**src/rtl/mac_pe_pipe.sv**
```systemverilog
`default_nettype none
// ============================================================================
//  Module      : mac_pe_pipe
//  Description : Pipelined multiply-accumulate processing element for a
//                systolic matrix multiplier. Forwards operands east/south,
//                accumulates signed/unsigned products and presents finished
//                dot products on a valid/ready result port.
//                Optional feature macro: MAC_PE_SAT_EN (saturating add).
//  Revision    : 1.0 - initial release
// ============================================================================
module mac_pe_pipe #(
  parameter int DATA_WIDTH = 8,
  parameter int ACC_WIDTH  = 2*DATA_WIDTH+8
) (
  input  logic                  clk,
  input  logic                  reset_n,
  input  logic                  in_valid,
  input  logic [DATA_WIDTH-1:0] a_i,
  input  logic [DATA_WIDTH-1:0] b_i,
  input  logic                  first_i,
  input  logic                  last_i,
  input  logic                  signed_i,
  output logic [DATA_WIDTH-1:0] a_o,
  output logic [DATA_WIDTH-1:0] b_o,
  output logic                  fwd_valid_o,
  output logic [ACC_WIDTH-1:0]  res_o,
  output logic                  res_valid_o,
  input  logic                  res_ready_i,
  output logic                  res_sat_o,
  output logic                  overrun_o
);

  localparam int c_PROD_W = 2*DATA_WIDTH;

  // Forward-stage registers
  logic [DATA_WIDTH-1:0] r_a_fwd;
  logic [DATA_WIDTH-1:0] r_b_fwd;
  logic                  r_fwd_valid;

  // Product-stage registers
  logic [c_PROD_W-1:0]   r_p;
  logic                  r_p_valid;
  logic                  r_p_first;
  logic                  r_p_last;
  logic                  r_p_signed;

  // Accumulator and result registers
  logic [ACC_WIDTH-1:0]  r_acc;
  logic [ACC_WIDTH-1:0]  r_res;
  logic                  r_res_valid;
  logic                  r_overrun;

  // Combinational datapath
  logic [c_PROD_W-1:0]   w_a_ext;
  logic [c_PROD_W-1:0]   w_b_ext;
  logic [c_PROD_W-1:0]   w_prod;
  logic [ACC_WIDTH-1:0]  w_p_ext;
  logic [ACC_WIDTH-1:0]  w_base;
  logic [ACC_WIDTH-1:0]  w_acc_next;
  logic                  w_new_res;

  // Extending both operands to the product width makes the low 2*DATA_WIDTH
  // bits of a single multiplier correct for both signed and unsigned modes.
  assign w_a_ext = {{DATA_WIDTH{signed_i & a_i[DATA_WIDTH-1]}}, a_i};
  assign w_b_ext = {{DATA_WIDTH{signed_i & b_i[DATA_WIDTH-1]}}, b_i};
  assign w_prod  = w_a_ext * w_b_ext;

  // Extend the registered product to accumulator width using its own tag.
  generate
    if (ACC_WIDTH > c_PROD_W) begin : g_ext_wide
      assign w_p_ext = {{(ACC_WIDTH-c_PROD_W){r_p_signed & r_p[c_PROD_W-1]}}, r_p};
    end else begin : g_ext_exact
      assign w_p_ext = r_p;
    end
  endgenerate

  // A first term restarts the sum from zero rather than the old accumulator.
  assign w_base    = r_p_first ? '0 : r_acc;
  assign w_new_res = r_p_valid & r_p_last;

`ifdef MAC_PE_SAT_EN
  logic [ACC_WIDTH:0]    w_sum_wide;
  logic                  w_clamp;
  logic                  w_sat_next;
  logic                  r_sat;
  logic                  r_res_sat;

  assign w_sum_wide = {1'b0, w_base} + {1'b0, w_p_ext};

  // Clamp to the signed or unsigned range selected by the product's tag.
  always_comb begin
    w_acc_next = w_sum_wide[ACC_WIDTH-1:0];
    w_clamp    = 1'b0;
    if (r_p_signed) begin
      if ((w_base[ACC_WIDTH-1] == w_p_ext[ACC_WIDTH-1]) &&
          (w_sum_wide[ACC_WIDTH-1] != w_base[ACC_WIDTH-1])) begin
        w_clamp    = 1'b1;
        w_acc_next = w_base[ACC_WIDTH-1] ? {1'b1, {(ACC_WIDTH-1){1'b0}}}
                                         : {1'b0, {(ACC_WIDTH-1){1'b1}}};
      end
    end else if (w_sum_wide[ACC_WIDTH]) begin
      w_clamp    = 1'b1;
      w_acc_next = '1;
    end
  end

  // Sequence saturation flag restarts on each first term.
  assign w_sat_next = w_clamp | (~r_p_first & r_sat);

  // Sequence and result saturation flags
  always_ff @(posedge clk or negedge reset_n) begin
    if (!reset_n) begin
      r_sat     <= 1'b0;
      r_res_sat <= 1'b0;
    end else if (r_p_valid) begin
      r_sat <= w_sat_next;
      if (r_p_last) r_res_sat <= w_sat_next;
    end
  end

  assign res_sat_o = r_res_sat;
`else
  // Plain modulo-2^ACC_WIDTH accumulation.
  assign w_acc_next = w_base + w_p_ext;
  assign res_sat_o  = 1'b0;
`endif

  // Operand forwarding to neighbours; operands hold during gaps
  always_ff @(posedge clk or negedge reset_n) begin
    if (!reset_n) begin
      r_a_fwd     <= '0;
      r_b_fwd     <= '0;
      r_fwd_valid <= 1'b0;
    end else begin
      r_fwd_valid <= in_valid;
      if (in_valid) begin
        r_a_fwd <= a_i;
        r_b_fwd <= b_i;
      end
    end
  end

  // Product stage with its sequencing tags
  always_ff @(posedge clk or negedge reset_n) begin
    if (!reset_n) begin
      r_p        <= '0;
      r_p_valid  <= 1'b0;
      r_p_first  <= 1'b0;
      r_p_last   <= 1'b0;
      r_p_signed <= 1'b0;
    end else begin
      r_p_valid <= in_valid;
      if (in_valid) begin
        r_p        <= w_prod;
        r_p_first  <= first_i;
        r_p_last   <= last_i;
        r_p_signed <= signed_i;
      end
    end
  end

  // Accumulator advances only on valid products
  always_ff @(posedge clk or negedge reset_n) begin
    if (!reset_n) begin
      r_acc <= '0;
    end else if (r_p_valid) begin
      r_acc <= w_acc_next;
    end
  end

  // Result register with valid/ready handshake and sticky overrun
  always_ff @(posedge clk or negedge reset_n) begin
    if (!reset_n) begin
      r_res       <= '0;
      r_res_valid <= 1'b0;
      r_overrun   <= 1'b0;
    end else if (w_new_res) begin
      r_res       <= w_acc_next;
      r_res_valid <= 1'b1;
      if (r_res_valid && !res_ready_i) r_overrun <= 1'b1;
    end else if (r_res_valid && res_ready_i) begin
      r_res_valid <= 1'b0;
    end
  end

  assign a_o         = r_a_fwd;
  assign b_o         = r_b_fwd;
  assign fwd_valid_o = r_fwd_valid;
  assign res_o       = r_res;
  assign res_valid_o = r_res_valid;
  assign overrun_o   = r_overrun;

endmodule
`default_nettype wire

```
**config.mk**
```make
export PLATFORM = sky130hd
export DESIGN_NAME = mac_pe_pipe
export DESIGN_NICKNAME = d
export VERILOG_FILES = /design/src/rtl/mac_pe_pipe.sv
export SDC_FILE = /design/constraint.sdc
export NUM_CORES = 1
export LEC_CHECK = 0
export ABC_AREA = 1
export BUFFER_PORTS_ARGS = -buffer_cell sky130_fd_sc_hd__buf_4
export CAP_MARGIN = 20
export CORE_AREA = 2 2 130 100
export CTS_CLUSTER_DIAMETER = 30
export DETAILED_ROUTE_END_ITERATION = 7
export DIE_AREA = 0 0 132 102
export PLACE_DENSITY_LB_ADDON = 0.1
export SYNTH_ARGS = -nofsm -noshare
export SYNTH_HDL_FRONTEND = slang
export SYNTH_SLANG_ARGS = --single-unit
export TNS_END_PERCENT = 20
```
**constraint.sdc**
```tcl
create_clock -name clk -period 6.1 [get_ports clk]
set_clock_uncertainty 0.15 [all_clocks]
set_input_delay 0.61 -clock clk [delete_from_list [all_inputs] [get_ports clk]]
set_output_delay 0.61 -clock clk [all_outputs]
set_load 0.01 [all_outputs]
```
After elaboration in Yosys (flattened, before gate mapping)

Cells that the tools add are included.

Register bits after elaboration: 86
Bits in latches: 0
Memory bits (writable): 0
ROM bits: 0
Bits of input ports: 23
Word-level logic and storage cells: 25
Memories kept: 0

Add/subtract/negate cells: 1
Multiply operators: 1
Divide/modulo/power cells: 0
$lt $le $gt $ge: 0
Equality and inequality tests: 0
Shifts and indexed selects: 0
Muxes and demuxes: 3
Bitwise gates (word level): 4
Reductions and logical operators: 5

Operators with widths:

| operator                   | count |
|---|---|
| adder 24 bit               | 1 |
| 2-to-1 mux 24 bit          | 1 |
| multiplier 9 x 9 -> 16 bit | 1 |
| AND 1 bit                  | 4 |
| logical AND 1 bit          | 2 |
| 2-to-1 mux 1 bit           | 2 |
| AND reduction 2 bit        | 1 |
| nonzero test 2 bit         | 1 |
| logical NOT 1 bit          | 1 |

Longest topological paths before layout

Word-level depth: 3
Depth in mapped cells: 25

Least setup slack after synthesis

OpenSTA, ideal clock, no wires.

Path kind: input port to flip-flop
Start: input a_i[7]
End: register r_p[15]
Library setup time: 0.117 ns
Data arrival time: 4.707 ns
Required time: 5.833 ns
Slack: 1.126 ns
Stages on the path: 23
Buffers on the path: 1
Path through: buf_2 -> nand2_1 -> inv_1 -> nand2_1 -> fa_1 -> inv_1 -> fa_1 -> fa_1 -> fa_1 -> inv_1 -> fa_1 -> inv_1 -> ha_1 -> nand2_1 -> nand2_1 -> nand2_1 -> nand2_1 -> nand2_1 -> nand3_1 -> nor2_1 -> nand3_1 -> nand3_1 -> nand2_1

Word-level cells in the longest chain between the ends: 2

Ends and longest elaborated chain:

| item                         | line | text |
|---|---|---|
| start: declaration           | 18   | `input logic [DATA_WIDTH-1:0] a_i,` |
| AND 1 bit                    | 64   | `assign w_a_ext = {{DATA_WIDTH{signed_i & a_i[DATA_WIDTH-1]}}, a_i};` |
| multiplier 9 x 9 -> 16 bit * | 66   | `assign w_prod = w_a_ext * w_b_ext;` |
| end signal: assignment       | 154  | `r_p <= w_prod;` |
| end: declaration             | 41   | `logic [c_PROD_W-1:0] r_p;` |

Every way passes the cells marked *; elsewhere a longest branch is shown, timed or not.
A chain may end at the register's enable or synchronous reset.

Worst setup path after layout

Start: input b_i[7]
End: register r_p[15]

Word-level cells in the longest chain between the ends: 2

Ends and longest elaborated chain:

| item                         | line | text |
|---|---|---|
| start: declaration           | 19   | `input logic [DATA_WIDTH-1:0] b_i,` |
| AND 1 bit                    | 65   | `assign w_b_ext = {{DATA_WIDTH{signed_i & b_i[DATA_WIDTH-1]}}, b_i};` |
| multiplier 9 x 9 -> 16 bit * | 66   |  |

Marks and branches as above.

==> metrics.cfg <==
[grt]
grt_max_degree=76
global_route.overflow_total=0
global_route_usage_over_all_layers_pct=30.9
first_global_vias=6822
antenna_found_initial=0
use_met3_pct=5.65
grt-busiest-layer=met1
groute.layer.met1.usage_pct=47.1
groute.layer.met2.usage_pct=46.9
wire_length_of_the_first_global_routing_pass_mm=32.8

[synth]
synth_flop_cell=sky130_fd_sc_hd__dfrtp_1
synth_area_in_compound_gates_pct=5.28
ys_seq_area_share_pct=26.8
synthDistinctLibCells=34
postSynthNetCount=1252
synth-adder-area-share_pct=24.7
asyncSetResetFlopFracSynth_pct=100
main_combinational_cell_family_by_area_after_synthesis=simple AND/OR/NAND/NOR gates
synth-edff-count=0
yosys_warnings=0
post_synth_xor_area_fraction_pct=1.09
synth_area_um2=8030
synth-seq-cells=86
synth-simple-area-share_pct=29.7
synth.avg_cell_area_um2=7.24
syn-instance-count=1109
yosys-mux-area-fraction_pct=0

[placement]
detailed_place_hpwl_mm=14.6
dpl_worst_slack_ps=755
dp_cells=1307
final_weighted_congestion_of_routability_driven_global_placement=0.943
port-buffer-count=65

[pwr]
max-vdd-ir-drop_mv=0.268
powerDensity_nw_per_um2=429
netSwitchingPower_mw=1.84
internal-power_mw=2.00
power.switching_fraction_pct=47.9
power_frac_seq_pct=23.3
combPwrFrac_pct=61.3
power.leakage_nw=5.21
power.share.clock_pct=15.4

[detailed_routing]
drt-wirelength-per-cell_um=14.4
detailroute.via_count=6922
antenna_left=0
first_pass_iters=6
avgViaCountPerCell=5.22
detail_route.wirelength_mm=19.1
drc_errors=0
drt-initial-drc-count=534

[clock_network]
cts.repair_timing.setup_buffer_count=0
ctsResizeCount=0
clock_latency_ps=350
cts-buffers-inserted=9
clock-root-buffer=sky130_fd_sc_hd__clkbuf_16
clock_buffer_depth=2
clock_tree.htree_level_count=3
clock_sink_count=86
clkSlewWorstSetupHoldPaths_ps=70
cts_tree=done

[cells_and_area]
finish.net_count=1297
areaGrowthSynthToFinish_pct=11.5
final_layout_size_suffix_gt1_share_pct=11.0
instances_no_fill=1325
num_antenna_cells=0
final_core_area_utilization_pct=73.7

[timing]
worstMarginPinSlew_ps=1070
grt_setup_unrepaired=false
finalWorstSetupSlack_ps=1090
post-route-period-util_pct=82.2
setup_violation_total_in_the_final_timing_report=0
final_period_demand_of_the_worst_path_ps=5010
worst_hold_slack_ps=323
timing.setup.tns_ps=0
slew_headroom_pct=28.8
hold_violations=0
timing.fmax_ghz=0.199
drv_slew=0

[floorplanning]
io_pins=67
die_outline_width_um=132
floorplan.die_area_um2=13500
placement_rows=35
fp.coreArea_um2=12100
fp.dieH_um=102
floorplan.initialDensity_pct=66.2

[setup_path]
setup.worst_path.start_class=input pin
path_max_fanout=11
critical_setup_path_kind=input pin to flip-flop
worst_setup_path_end_kind=flip-flop
crit_arrival_ps=5100
crit_required_ps=6190

[run]
maxcap_viol_count=0

[outcome]
status=completed

[min_path]
worst_hold_path_type=input pin to flip-flop

Yosys cell counts, types with 7 or more instances:
cell	n	share of area [%]
sky130_fd_sc_hd__nand2_2	13	1.0
sky130_fd_sc_hd__nand4_1	11	0.86
sky130_fd_sc_hd__xnor2_1	7	0.76
sky130_fd_sc_hd__inv_1	218	10
sky130_fd_sc_hd__nor2_4	8	1.1
sky130_fd_sc_hd__nand3b_1	8	0.75
sky130_fd_sc_hd__o21ai_0	31	1.9
sky130_fd_sc_hd__o21ai_1	7	0.44
sky130_fd_sc_hd__fa_1	64	16
sky130_fd_sc_hd__nor2_1	59	2.8
sky130_fd_sc_hd__dfrtp_1	86	27
sky130_fd_sc_hd__buf_2	7	0.44
sky130_fd_sc_hd__nand3_1	65	4.1
sky130_fd_sc_hd__clkbuf_1	23	1.1
sky130_fd_sc_hd__a21oi_1	22	1.4
sky130_fd_sc_hd__ha_1	56	8.7
sky130_fd_sc_hd__nand2_1	378	18
worst max-delay path: stages:
cell and delay, ps:
sky130_fd_sc_hd__buf_4 160, sky130_fd_sc_hd__nand2_2 160, sky130_fd_sc_hd__inv_1 140, sky130_fd_sc_hd__nand2_1 90
sky130_fd_sc_hd__fa_1 510, sky130_fd_sc_hd__fa_1 550, sky130_fd_sc_hd__inv_1 60, sky130_fd_sc_hd__fa_1 500
sky130_fd_sc_hd__fa_1 550, sky130_fd_sc_hd__inv_1 50, sky130_fd_sc_hd__fa_1 490, sky130_fd_sc_hd__inv_1 40
sky130_fd_sc_hd__ha_1 350, sky130_fd_sc_hd__nand2_1 110, sky130_fd_sc_hd__nand2_1 60, sky130_fd_sc_hd__nand2_1 50
sky130_fd_sc_hd__nand2_1 60, sky130_fd_sc_hd__nand2_1 70, sky130_fd_sc_hd__nand3_1 60, sky130_fd_sc_hd__nor2_1 160
sky130_fd_sc_hd__nand3_1 100, sky130_fd_sc_hd__nand3_1 80, sky130_fd_sc_hd__nand2_1 50
layout by cell type, fill, tap and decap left out, types with 2 or more instances in the layout:
| master | count |
|---|---|
| sky130_fd_sc_hd__xor2_1 | 3 |
| sky130_fd_sc_hd__nand4_1 | 11 |
| sky130_fd_sc_hd__clkbuf_16 | 9 |
| sky130_fd_sc_hd__nor2_2 | 3 |
| sky130_fd_sc_hd__nor2_1 | 59 |
| sky130_fd_sc_hd__o21bai_4 | 2 |
| sky130_fd_sc_hd__inv_1 | 218 |
| sky130_fd_sc_hd__o21ai_2 | 2 |
| sky130_fd_sc_hd__nor2_4 | 8 |
| sky130_fd_sc_hd__fa_1 | 64 |
| sky130_fd_sc_hd__nand3_1 | 65 |
| sky130_fd_sc_hd__o21ai_0 | 31 |
| sky130_fd_sc_hd__o21bai_1 | 5 |
| sky130_fd_sc_hd__nor3_1 | 2 |
| sky130_fd_sc_hd__nand2_2 | 13 |
| sky130_fd_sc_hd__nand3b_1 | 8 |
| sky130_fd_sc_hd__clkinv_4 | 2 |
| sky130_fd_sc_hd__nand2_1 | 378 |
| sky130_fd_sc_hd__buf_4 | 67 |
| sky130_fd_sc_hd__or2_2 | 4 |
| sky130_fd_sc_hd__ha_1 | 56 |
| sky130_fd_sc_hd__nand3_2 | 4 |
| sky130_fd_sc_hd__o21ai_1 | 7 |
| sky130_fd_sc_hd__xnor2_1 | 7 |
| sky130_fd_sc_hd__a21oi_1 | 22 |
| sky130_fd_sc_hd__dfrtp_1 | 86 |
| sky130_fd_sc_hd__a31oi_1 | 5 |
| sky130_fd_sc_hd__inv_2 | 6 |
worst paths after layout:
kind	slack [ps]	endpoint	depth (start not counted)	from
max reg2reg	2930	r_acc[9]	12	r_p_first
max	1090	r_p[15]	23	b_i[7]
max in group asynchronous	4140	r_acc[23]	3	reset_n
min in group asynchronous	500	a_o[2]	2	reset_n
min	320	r_p_last	3	last_i
min reg2reg	320	b_o[0]	2	b_o[0]
routing by layer:
layer | up-vias | routed length (um)
met5 | - | 0
li1 | 3428 | -
met1 | 3227 | 9440
met2 | 249 | 7870
met4 | 0 | 172
met3 | 18 | 1600
power by group through the flow:
stage,clock (mW),sequential [mW],combinational (mW)
floorplan,0,0.911,1.71
finish,0.591,0.895,2.35
global route,0.621,0.916,2.69
CTS,0.599,0.893,2.34
global placement,0,0.896,2.26
detailed placement,0,0.900,2.31
layout make-up:
class	instances	area, um2
Multi-Input combinational cell	763	4880
Fill cell	1017	3180
Sequential cell	86	2150
Inverter	225	845
Timing Repair Buffer	69	541
Clock buffer	10	239
Tap cell	166	208
Clock inverter	6	80.1
cell families (layout without fill, tap and decap cells):
| family | count (synthesis) | after routing |
|---|---|---|
| buffers and inverters | 260 | 310 |
| XOR/XNOR | 10 | 10 |
| adder cells (fa/ha/maj) | 120 | 120 |
| AO/OA/AOI/OAI | 74 | 74 |
| AND/OR/NAND/NOR | 558 | 558 |
| other | 1 | 1 |
| flip-flops | 86 | 86 |
stage by stage:
step / power, mW / instance area [um2]
2_1_floorplan: 2.62 / 8030
3_3_place_gp: 3.16 / 8590
3_5_place_dp: 3.21 / 8590
4_1_cts: 3.83 / 8920
5_1_grt: 4.23 / 8950
6_report: 3.84 / 8950
timing repair:
action / 4_1_cts / 5_1_grt
hold buffers: 1 / 0
endpoints found under the hold margin: 11 / 0
setup endpoints to repair: 0 / 0
state kept, by name, indices dropped and copies added, names as in the netlist, 8 cells and up:
name   flops
r_acc     24
res_o     24
r_p       16
a_o        8
b_o        8
Note: power is estimated with default switching activity, not from simulation.
